--- src/rtl/cnn_lcd_pkg.sv ---
// Shared definitions for the LCD capture path: FSM encoding, panel geometry
// defaults, RGB565 field positions and the CRC-16-CCITT step function.
package cnn_lcd_pkg;

  localparam logic [1:0] ST_IDLE      = 2'd0;
  localparam logic [1:0] ST_WAIT_LINE = 2'd1;
  localparam logic [1:0] ST_LINE      = 2'd2;
  localparam logic [1:0] ST_DONE      = 2'd3;

  localparam int unsigned H_ACTIVE_DEF = 480;
  localparam int unsigned V_ACTIVE_DEF = 272;

  localparam int unsigned RGB_R_MSB = 15;
  localparam int unsigned RGB_R_LSB = 11;
  localparam int unsigned RGB_G_MSB = 10;
  localparam int unsigned RGB_G_LSB = 5;
  localparam int unsigned RGB_B_MSB = 4;
  localparam int unsigned RGB_B_LSB = 0;

  localparam logic [15:0] CRC_POLY = 16'h1021;
  localparam logic [15:0] CRC_SEED = 16'hFFFF;

  // One 16-bit word folded into the CRC, MSB first, unreflected.
  function automatic logic [15:0] crc16_step(input logic [15:0] crc, input logic [15:0] data);
    logic [15:0] c;
    logic        fb;
    c = crc;
    for (int unsigned i = 0; i < 16; i++) begin
      fb = c[15] ^ data[15 - i];
      c  = {c[14:0], 1'b0};
      if (fb) c = c ^ CRC_POLY;
    end
    return c;
  endfunction

endpackage

--- src/rtl/lcd_crc16.sv ---
// Data-parallel CRC-16-CCITT accumulator: one 16-bit word per enabled cycle,
// iInit reloads the seed and takes priority over iEn.
module lcd_crc16
  import cnn_lcd_pkg::*;
(
  input  logic        iClk,
  input  logic        iRsn,
  input  logic        iInit,
  input  logic        iEn,
  input  logic [15:0] iData,
  output logic [15:0] oCrc
);

  logic [15:0] crc_q;

  always_ff @(posedge iClk or negedge iRsn) begin
    if (!iRsn)      crc_q <= '0;
    else if (iInit) crc_q <= CRC_SEED;
    else if (iEn)   crc_q <= crc16_step(crc_q, iData);
  end

  assign oCrc = crc_q;

endmodule

--- src/rtl/lcd_frame_capture.sv ---
// LCD sync/DE sink: rebuilds frames, writes active pixels in raster order and
// flags geometry errors. Frame CRC is built only when LCD_CRC_EN is defined.
module lcd_frame_capture
  import cnn_lcd_pkg::*;
#(
  parameter int unsigned H_ACTIVE = H_ACTIVE_DEF,
  parameter int unsigned V_ACTIVE = V_ACTIVE_DEF,
  parameter int unsigned ADDR_W   = 17,
  parameter bit          SYNC_LOW = 1'b1
) (
  input  logic              iClk,
  input  logic              iRsn,
  input  logic              iPixEn,
  input  logic              iArm,
  input  logic              iHSync,
  input  logic              iVSync,
  input  logic              iDe,
  input  logic [15:0]       iRgb,
  output logic              oWrEn,
  output logic [ADDR_W-1:0] oWrAddr,
  output logic [15:0]       oWrData,
  output logic              oBusy,
  output logic              oFrameDone,
  output logic              oErr,
  output logic [15:0]       oFrameCnt,
  output logic [15:0]       oCrc
);

  localparam int unsigned XW = $clog2(H_ACTIVE + 1);
  localparam int unsigned YW = $clog2(V_ACTIVE + 1);
  localparam logic [XW-1:0]     H_X = XW'(H_ACTIVE);
  localparam logic [YW-1:0]     V_Y = YW'(V_ACTIVE);
  localparam logic [ADDR_W-1:0] H_A = ADDR_W'(H_ACTIVE);

  logic [1:0]        state_q, state_d;
  logic [XW-1:0]     x_q, x_d;
  logic [YW-1:0]     y_q, y_d;
  logic [ADDR_W-1:0] addr_q, addr_d;
  logic [ADDR_W-1:0] base_q, base_d;
  logic              err_q, err_d;
  logic              restart_q, restart_d;
  logic [15:0]       cnt_q, cnt_d;
  logic              wr_en_q, wr_en_d;
  logic [ADDR_W-1:0] wr_addr_q, wr_addr_d;
  logic [15:0]       wr_data_q, wr_data_d;
  logic              hs_q, vs_q, de_q;
  logic              hs_act, vs_act;
  logic              hs_rise, vs_rise, de_rise;
  logic              frame_start;

  assign hs_act  = SYNC_LOW ? ~iHSync : iHSync;
  assign vs_act  = SYNC_LOW ? ~iVSync : iVSync;
  assign hs_rise = iPixEn & hs_act & ~hs_q;
  assign vs_rise = iPixEn & vs_act & ~vs_q;
  assign de_rise = iPixEn & iDe & ~de_q;

  always_comb begin
    state_d     = state_q;
    x_d         = x_q;
    y_d         = y_q;
    addr_d      = addr_q;
    base_d      = base_q;
    err_d       = err_q;
    restart_d   = restart_q;
    cnt_d       = cnt_q;
    wr_en_d     = 1'b0;
    wr_addr_d   = wr_addr_q;
    wr_data_d   = wr_data_q;
    frame_start = 1'b0;

    case (state_q)
      ST_IDLE: begin
        if (vs_rise && iArm) frame_start = 1'b1;
      end
      ST_WAIT_LINE: begin
        if (y_q == V_Y) begin
          state_d = ST_DONE;
        end else if (vs_rise) begin
          err_d     = 1'b1;
          restart_d = iArm;
          state_d   = ST_DONE;
        end else if (de_rise) begin
          wr_en_d   = 1'b1;
          wr_addr_d = addr_q;
          wr_data_d = iRgb;
          x_d       = {{(XW-1){1'b0}}, 1'b1};
          addr_d    = addr_q + 1'b1;
          state_d   = ST_LINE;
        end
      end
      ST_LINE: begin
        if (vs_rise) begin
          err_d     = 1'b1;
          restart_d = iArm;
          state_d   = ST_DONE;
        end else if (iPixEn && iDe) begin
          if (x_q < H_X) begin
            wr_en_d   = 1'b1;
            wr_addr_d = addr_q;
            wr_data_d = iRgb;
            x_d       = x_q + 1'b1;
            addr_d    = addr_q + 1'b1;
          end else begin
            err_d = 1'b1;
          end
        end else if (iPixEn) begin
          // Short lines leave addr behind; re-anchor to the next line start.
          if (x_q != H_X) err_d = 1'b1;
          base_d  = base_q + H_A;
          addr_d  = base_q + H_A;
          y_d     = y_q + 1'b1;
          x_d     = '0;
          state_d = ST_WAIT_LINE;
        end
      end
      default: begin
        cnt_d     = cnt_q + 1'b1;
        restart_d = 1'b0;
        state_d   = ST_IDLE;
        if (restart_q || (vs_rise && iArm)) frame_start = 1'b1;
      end
    endcase

    if ((state_q == ST_WAIT_LINE || state_q == ST_LINE) && hs_rise && iDe) err_d = 1'b1;

    if (frame_start) begin
      state_d   = ST_WAIT_LINE;
      x_d       = '0;
      y_d       = '0;
      addr_d    = '0;
      base_d    = '0;
      err_d     = 1'b0;
      restart_d = 1'b0;
    end
  end

  always_ff @(posedge iClk or negedge iRsn) begin
    if (!iRsn) begin
      state_q   <= ST_IDLE;
      x_q       <= '0;
      y_q       <= '0;
      addr_q    <= '0;
      base_q    <= '0;
      err_q     <= 1'b0;
      restart_q <= 1'b0;
      cnt_q     <= '0;
      wr_en_q   <= 1'b0;
      wr_addr_q <= '0;
      wr_data_q <= '0;
      hs_q      <= 1'b0;
      vs_q      <= 1'b0;
      de_q      <= 1'b0;
    end else begin
      state_q   <= state_d;
      x_q       <= x_d;
      y_q       <= y_d;
      addr_q    <= addr_d;
      base_q    <= base_d;
      err_q     <= err_d;
      restart_q <= restart_d;
      cnt_q     <= cnt_d;
      wr_en_q   <= wr_en_d;
      wr_addr_q <= wr_addr_d;
      wr_data_q <= wr_data_d;
      if (iPixEn) begin
        hs_q <= hs_act;
        vs_q <= vs_act;
        de_q <= iDe;
      end
    end
  end

  assign oWrEn      = wr_en_q;
  assign oWrAddr    = wr_addr_q;
  assign oWrData    = wr_data_q;
  assign oBusy      = (state_q != ST_IDLE);
  assign oFrameDone = (state_q == ST_DONE);
  assign oErr       = err_q;
  assign oFrameCnt  = cnt_q;

`ifdef LCD_CRC_EN
  lcd_crc16 u_crc (
    .iClk  (iClk),
    .iRsn  (iRsn),
    .iInit (frame_start),
    .iEn   (wr_en_d),
    .iData (iRgb),
    .oCrc  (oCrc)
  );
`else
  assign oCrc = '0;
`endif

endmodule

--- config.mk ---
export PLATFORM = sky130hd
export DESIGN_NAME = lcd_frame_capture
export DESIGN_NICKNAME = d
export VERILOG_FILES = /design/src/rtl/cnn_lcd_pkg.sv /design/src/rtl/lcd_crc16.sv /design/src/rtl/lcd_frame_capture.sv
export SDC_FILE = /design/constraint.sdc
export NUM_CORES = 1
export LEC_CHECK = 0
export CAP_MARGIN = 20
export CORE_ASPECT_RATIO = 1.25
export CORE_MARGIN = 4
export CORE_UTILIZATION = 50
export CTS_BUF_LIST = sky130_fd_sc_hd__clkbuf_4
export DETAILED_ROUTE_END_ITERATION = 8
export PLACE_DENSITY = 0.75
export SYNTH_ARGS = -nofsm -noshare
export SYNTH_HDL_FRONTEND = slang
export SYNTH_SLANG_ARGS = --single-unit
--- constraint.sdc ---
create_clock -name iClk -period 2.3 [get_ports iClk]
set_input_delay 0.69 -clock iClk [delete_from_list [all_inputs] [get_ports iClk]]
set_output_delay 0.69 -clock iClk [all_outputs]
set_load 0.005 [all_outputs]
======== After elaboration in Yosys (flattened, before gate mapping) ========
Cells that the tools add are included.
word-level totals
  register bits after elaboration ......... 109
  bits of input ports ..................... 23
  output and inout bits ................... 69
  word-level logic and storage cells ...... 153
cells by class
  add/sub/neg operators ................... 5
  $lt $le $gt $ge ......................... 1
  equality and inequality tests ........... 28
  multiplexer cells ....................... 73
  bitwise gates (word level) .............. 11
  reductions and logical operators ........ 21
operators with widths
  kind                                            number
  two-way mux 17 bit                              18
  two-way mux 9 bit                               13
  two-way mux 16 bit                              6
  case mux 17 bit (2 select lines)                2
  case mux 16 bit (2 select lines)                1
  two-way mux 1 bit                               20
  adder 9 x 1 -> 9 bit (second input constant)    2
  != test 6 x 5 -> 1 bit (second input constant)  3
  case mux 9 bit (2 select lines)                 1
  adder 17 x 1 -> 17 bit (second input constant)  1
  adder 17 x 9 -> 17 bit (second input constant)  1
  adder 16 x 1 -> 16 bit (second input constant)  1
  != test 2 bit (second input constant)           8
  != test 4 bit (second input constant)           4
  two-way mux 2 bit                               7
  AND reduction 7 bit                             2
  != test 3 bit (second input constant)           4
  equality test 9 bit (second input constant)     1
  < comparator 9 bit (second input constant)      1
  != test 9 bit (second input constant)           1
  != test 4 x 3 -> 1 bit (second input constant)  2
  AND reduction 4 bit                             2
  nonzero test 2 bit                              4
  bitwise AND 1 bit                               6
  17 further kinds                                28

======== Logic depth before layout (Yosys ltp) ========
  word-level depth ........................ 9
  depth in mapped cells ................... 10
  depth with buffers taken out ............ 7

======== Least setup slack after synthesis ========
OpenSTA, ideal clock, no wires.
  kind .................................... input to register
  start ................................... in iDe
  end ..................................... reg wr_addr_q[10], in the netlist oWrAddr[10]
  library setup time ...................... 0.125 ns
  arrival ................................. 1.959 ns
  required time ........................... 2.175 ns
  setup slack ............................. 0.216 ns
  stages on the path ...................... 7
  buffers on the path ..................... 3
  path through ............................ buf_2 -> and2_1 -> a21oi_1 -> a211o_1 -> buf_2 -> buf_4 -> mux2_2
on the way
  word-level cells in the longest chain between the ends .. 4
  elaborated cells between the ends (all ways) .. 6
  those cells by class .................... eq/ne: 2; bitwise: 2; reduce/logical: 2
RTL lines
  element                                 RTL line                  RTL
  start: declaration                      lcd_frame_capture.sv:17   input logic iDe,
  bitwise AND 1 bit (2 in series)         lcd_frame_capture.sv:55   assign de_rise = iPixEn & iDe & ~de_q;
  != test 2 bit (no source line)          -
  AND reduction 7 bit (no source line) *  -
  end signal: assignment                  lcd_frame_capture.sv:163  wr_addr_q <= wr_addr_d;
  end: declaration                        lcd_frame_capture.sv:44   logic [ADDR_W-1:0] wr_addr_q, wr_addr_d;
Every way passes the cells marked *; elsewhere a longest branch is shown, timed or not.
A chain may end at the register's enable or synchronous reset.

======== Worst setup path after layout ========
  start ................................... reg state_q[0]
  end ..................................... out oFrameDone
on the way
  word-level cells in the longest chain between the ends .. 1
RTL lines
  element                   RTL line                  RTL
  start: declaration        lcd_frame_capture.sv:35   logic [1:0] state_q, state_d;
  start signal: assignment  lcd_frame_capture.sv:154  state_q <= state_d;
  equality test 2 bit       lcd_frame_capture.sv:177  assign oFrameDone = (state_q == ST_DONE);
  end: declaration          lcd_frame_capture.sv:23   output logic oFrameDone,
Every way passes these cells.

==> impl_metrics.py <==
metrics = {
    "status": {
        "status": "completed",
    },
    "sta": {
        "rsz0062_at_grt": "true",
        "finClkSkew_ns": 0.0103,
        "finalCritPeriodShare": 0.991,
        "maxSlewHeadroom": 0.621,
        "timing.fmax_mhz": 439,
        "post-route-worst-setup-slack_ns": 0.0214,
        "finalHoldViolCount": 0,
        "post-route-min-period_ns": 2.28,
        "slew_viol_final": 0,
        "setup_violations": 0,
        "tightestPinTransition_ns": 0.561,
    },
    "setup_path": {
        "timing.critical_path.buf_inv": 3,
        "critPathTopFamily": "buffers and inverters",
        "crit_chain": "buf_4, ha_2, buf_6, dlygate4sd2_1",
        "end_kind": "output pin",
        "max_stage_delay_ns": 0.44,
        "critPathSlowestCell": "dfrtp_1",
        "critPathRequiredTime_ns": 1.61,
        "timing_worst_setup_path_type": "register to output pin",
        "cp-start-kind": "register",
        "worst-path-max-fanout": 2,
        "arrival_ns": 1.59,
    },
    "clocking": {
        "cts_root_buffer": "clkbuf_4",
        "cts_tree": "built",
        "cts_hold_buf": 0,
        "clk_path_buf_depth": 2,
        "cts_made_buffers": 9,
        "clkSlewWorstSetupHoldPaths_ns": 0.16,
        "clk_latency_ns": 0.48,
        "clock_sinks": 104,
        "cts_htree_levels": 3,
    },
    "floorplanning": {
        "fp.dieArea_mm2": 0.0128,
        "core-area_mm2": 0.0107,
        "start_util": 0.517,
        "fp-row-count": 42,
        "die_w_um": 102,
        "dieHeight_um": 125,
        "pin_count": 92,
    },
    "cells_and_area": {
        "final_nets": 706,
        "fillers": 841,
        "drive_above_1_share": 0.201,
        "final_cells": 808,
        "syn_to_final_growth_pct": 27.4,
        "final_area_mm2": 0.00703,
        "n_antenna_cell": 0,
    },
    "power_and_ir_drop": {
        "p_leak_nw": 3.11,
        "powerDensity_mw_per_mm2": 655,
        "ir_drop_v": 0.000341,
    },
    "logic_synthesis": {
        "synth_area_mm2": 0.00552,
        "avgSynthCellArea_um2": 10.0,
        "yosysTopAreaCell": "dfrtp_1",
        "synthFlopType": "dfrtp_1",
        "async_flop_share": 1.00,
        "synth_top_area_frac": 0.472,
        "ys_ff_latch": 104,
        "synthCells": 550,
        "synth_warnings": 0,
        "yosysSeqAreaShare": 0.472,
        "yosysUniqueCellTypes": 60,
        "synth-edff-count": 0,
        "yosys-top-cells-area": "dfrtp_1 (47%), mux2_2 (7.1%), o21ai_0 (3.2%), xnor2_1 (3.2%), nor2_1 (3.0%)",
    },
    "detailed_routing": {
        "drt_wl_total_um": 12800,
        "drtPass1Iterations": 5,
        "drtAntennaViolNets": 0,
        "avgViaCountPerCell": 5.71,
        "drc_errors": 0,
        "drtIter0Drc": 259,
        "wl_per_cell_um": 15.9,
        "via_count": 4615,
    },
    "placed_design": {
        "dp_hpwl_um": 9260,
        "placed_cell_area_mm2": 0.00672,
        "placedCellCount": 782,
        "dp_slack_ns": -0.430,
        "io_buffers": 75,
        "gp_congestion": 0.884,
    },
    "global_routing": {
        "grt_usage": 0.203,
        "grt_max_degree": 43,
        "grt_pass1_vias": 4464,
        "grt-ovfl-total": 0,
        "antenna_found_initial": 0,
        "grt_pass1_wl_um": 21100,
    },
    "min_path": {
        "hp-class": "input port to asynchronous set/reset pin",
    },
    "job": {
        "drv_cap": 0,
    },
}
## cell usage after synthesis, drive strengths merged (14+ instances only)
| master | n |
|---|---|
| a21oi | 26 |
| buf | 33 |
| dfrtp | 104 |
| inv | 14 |
| mux2 | 35 |
| nand2 | 42 |
| nand3 | 21 |
| nand4 | 16 |
| nor2 | 44 |
| nor3 | 17 |
| o21ai | 35 |
| xnor2 | 20 |
| xor2 | 15 |
## report_power, final
group,switching (mW),total (mW),internal (mW)
combinational,0.516,1.33,0.815
clock,0.641,0.984,0.343
sequential,0.196,2.29,2.09
total,1.35,4.61,3.25
## metal layers
layer | up-vias | part of all wire | track usage
met3 | 24 | 0.050 | 0.0329
met5 | - | 0 | 0
met1 | 2263 | 0.41 | 0.256
met2 | 142 | 0.52 | 0.348
li1 | 2186 | - | -
met4 | 0 | 0.019 | 0.0710
## through the flow
step	TNS, ns	utilization	power, mW	hold WS, ns
floorplan	0	-	2.87	0.394
global placement	-23.88	0.630	3.56	0.462
detailed placement	-27.32	0.630	3.61	0.465
CTS	-0.475	0.649	4.61	0.178
global route	-0.0511	0.659	4.88	0.189
finish	0	0.659	4.61	0.180
## kinds of logic (layout without fill, tap and decap cells)
| kind of cell | count (synthesis) | count (layout) | share of synthesized area |
|---|---|---|---|
| flops | 104 | 104 | 0.472 |
| buf+inv | 58 | 169 | 0.0551 |
| mux | 44 | 44 | 0.0878 |
| compound gates | 107 | 107 | 0.125 |
| xor+xnor | 35 | 35 | 0.0556 |
| other cells | 1 | 16 | 0.000680 |
| simple gates | 189 | 189 | 0.177 |
| fa+ha+maj | 12 | 12 | 0.0272 |
## final timing paths
kind / startpoint / endpoint / slack (ns) / cells after the start
max in group asynchronous: iRsn / addr_q[13]$_DFFE_PN0P_ / 1.53 / 2
min in group iClk: oFrameCnt[15]$_DFFE_PN0P_ / oFrameCnt[15]$_DFFE_PN0P_ / 0.48 / 1
min: iRsn / restart_q$_DFFE_PN0P_ / 0.18 / 1
max: state_q[0]$_DFFE_PN0P_ / oFrameDone / 0.02 / 4
min reg2reg: oFrameCnt[15]$_DFFE_PN0P_ / oFrameCnt[15]$_DFFE_PN0P_ / 0.48 / 1
max reg2reg: state_q[0]$_DFFE_PN0P_ / x_q[5]$_DFFE_PN0P_ / 0.11 / 8
## registers in the layout, summed over array words and instances, names as in the netlist
name,flops
state_q,2
oWrAddr,17
y_q,9
hs_q,1
base_q,12
oWrData,16
oFrameCnt,16
de_q,1
oErr,1
restart_q,1
addr_q,17
oWrEn,1
vs_q,1
x_q,9
## timing repair
action / CTS / global route
endpoints found under the setup margin: 29 / 61
pin swaps: 1 / 4
buffers inserted: 4 / 6
resized for setup: 13 / 16
## cell type report
type	instances	area, um2	area share
well taps	132	165	0.0235
clock buffers	9	67.6	0.00961
repair buffers	139	1320	0.188
inverters	14	57.6	0.00819
multi-input cells	403	2730	0.389
flip-flops and latches	104	2600	0.370
clock inverters	7	80.1	0.0114
## layout by cell type, fill, tap and decap left out, types with 5 or more instances in the layout
master / synthesis / layout
a211oi_1: 7 / 7
a21oi_1: 26 / 25
a31oi_1: 5 / 5
and3_1: 5 / 5
buf_12: 0 / 6
buf_4: 20 / 52
buf_6: 0 / 7
clkbuf_4: 0 / 9
clkdlybuf4s50_1: 0 / 72
conb_1: 1 / 16
dfrtp_1: 104 / 104
ha_1: 12 / 8
inv_1: 14 / 12
mux2_2: 35 / 35
mux2i_1: 9 / 9
nand2_1: 42 / 42
nand2b_1: 5 / 5
nand3_1: 21 / 21
nand3b_1: 7 / 7
nand4_1: 16 / 16
nor2_1: 44 / 44
nor3_1: 17 / 17
o21ai_0: 35 / 34
xnor2_1: 20 / 20
xor2_1: 15 / 15
No activity file was read; power rests on OpenSTA's default activity.
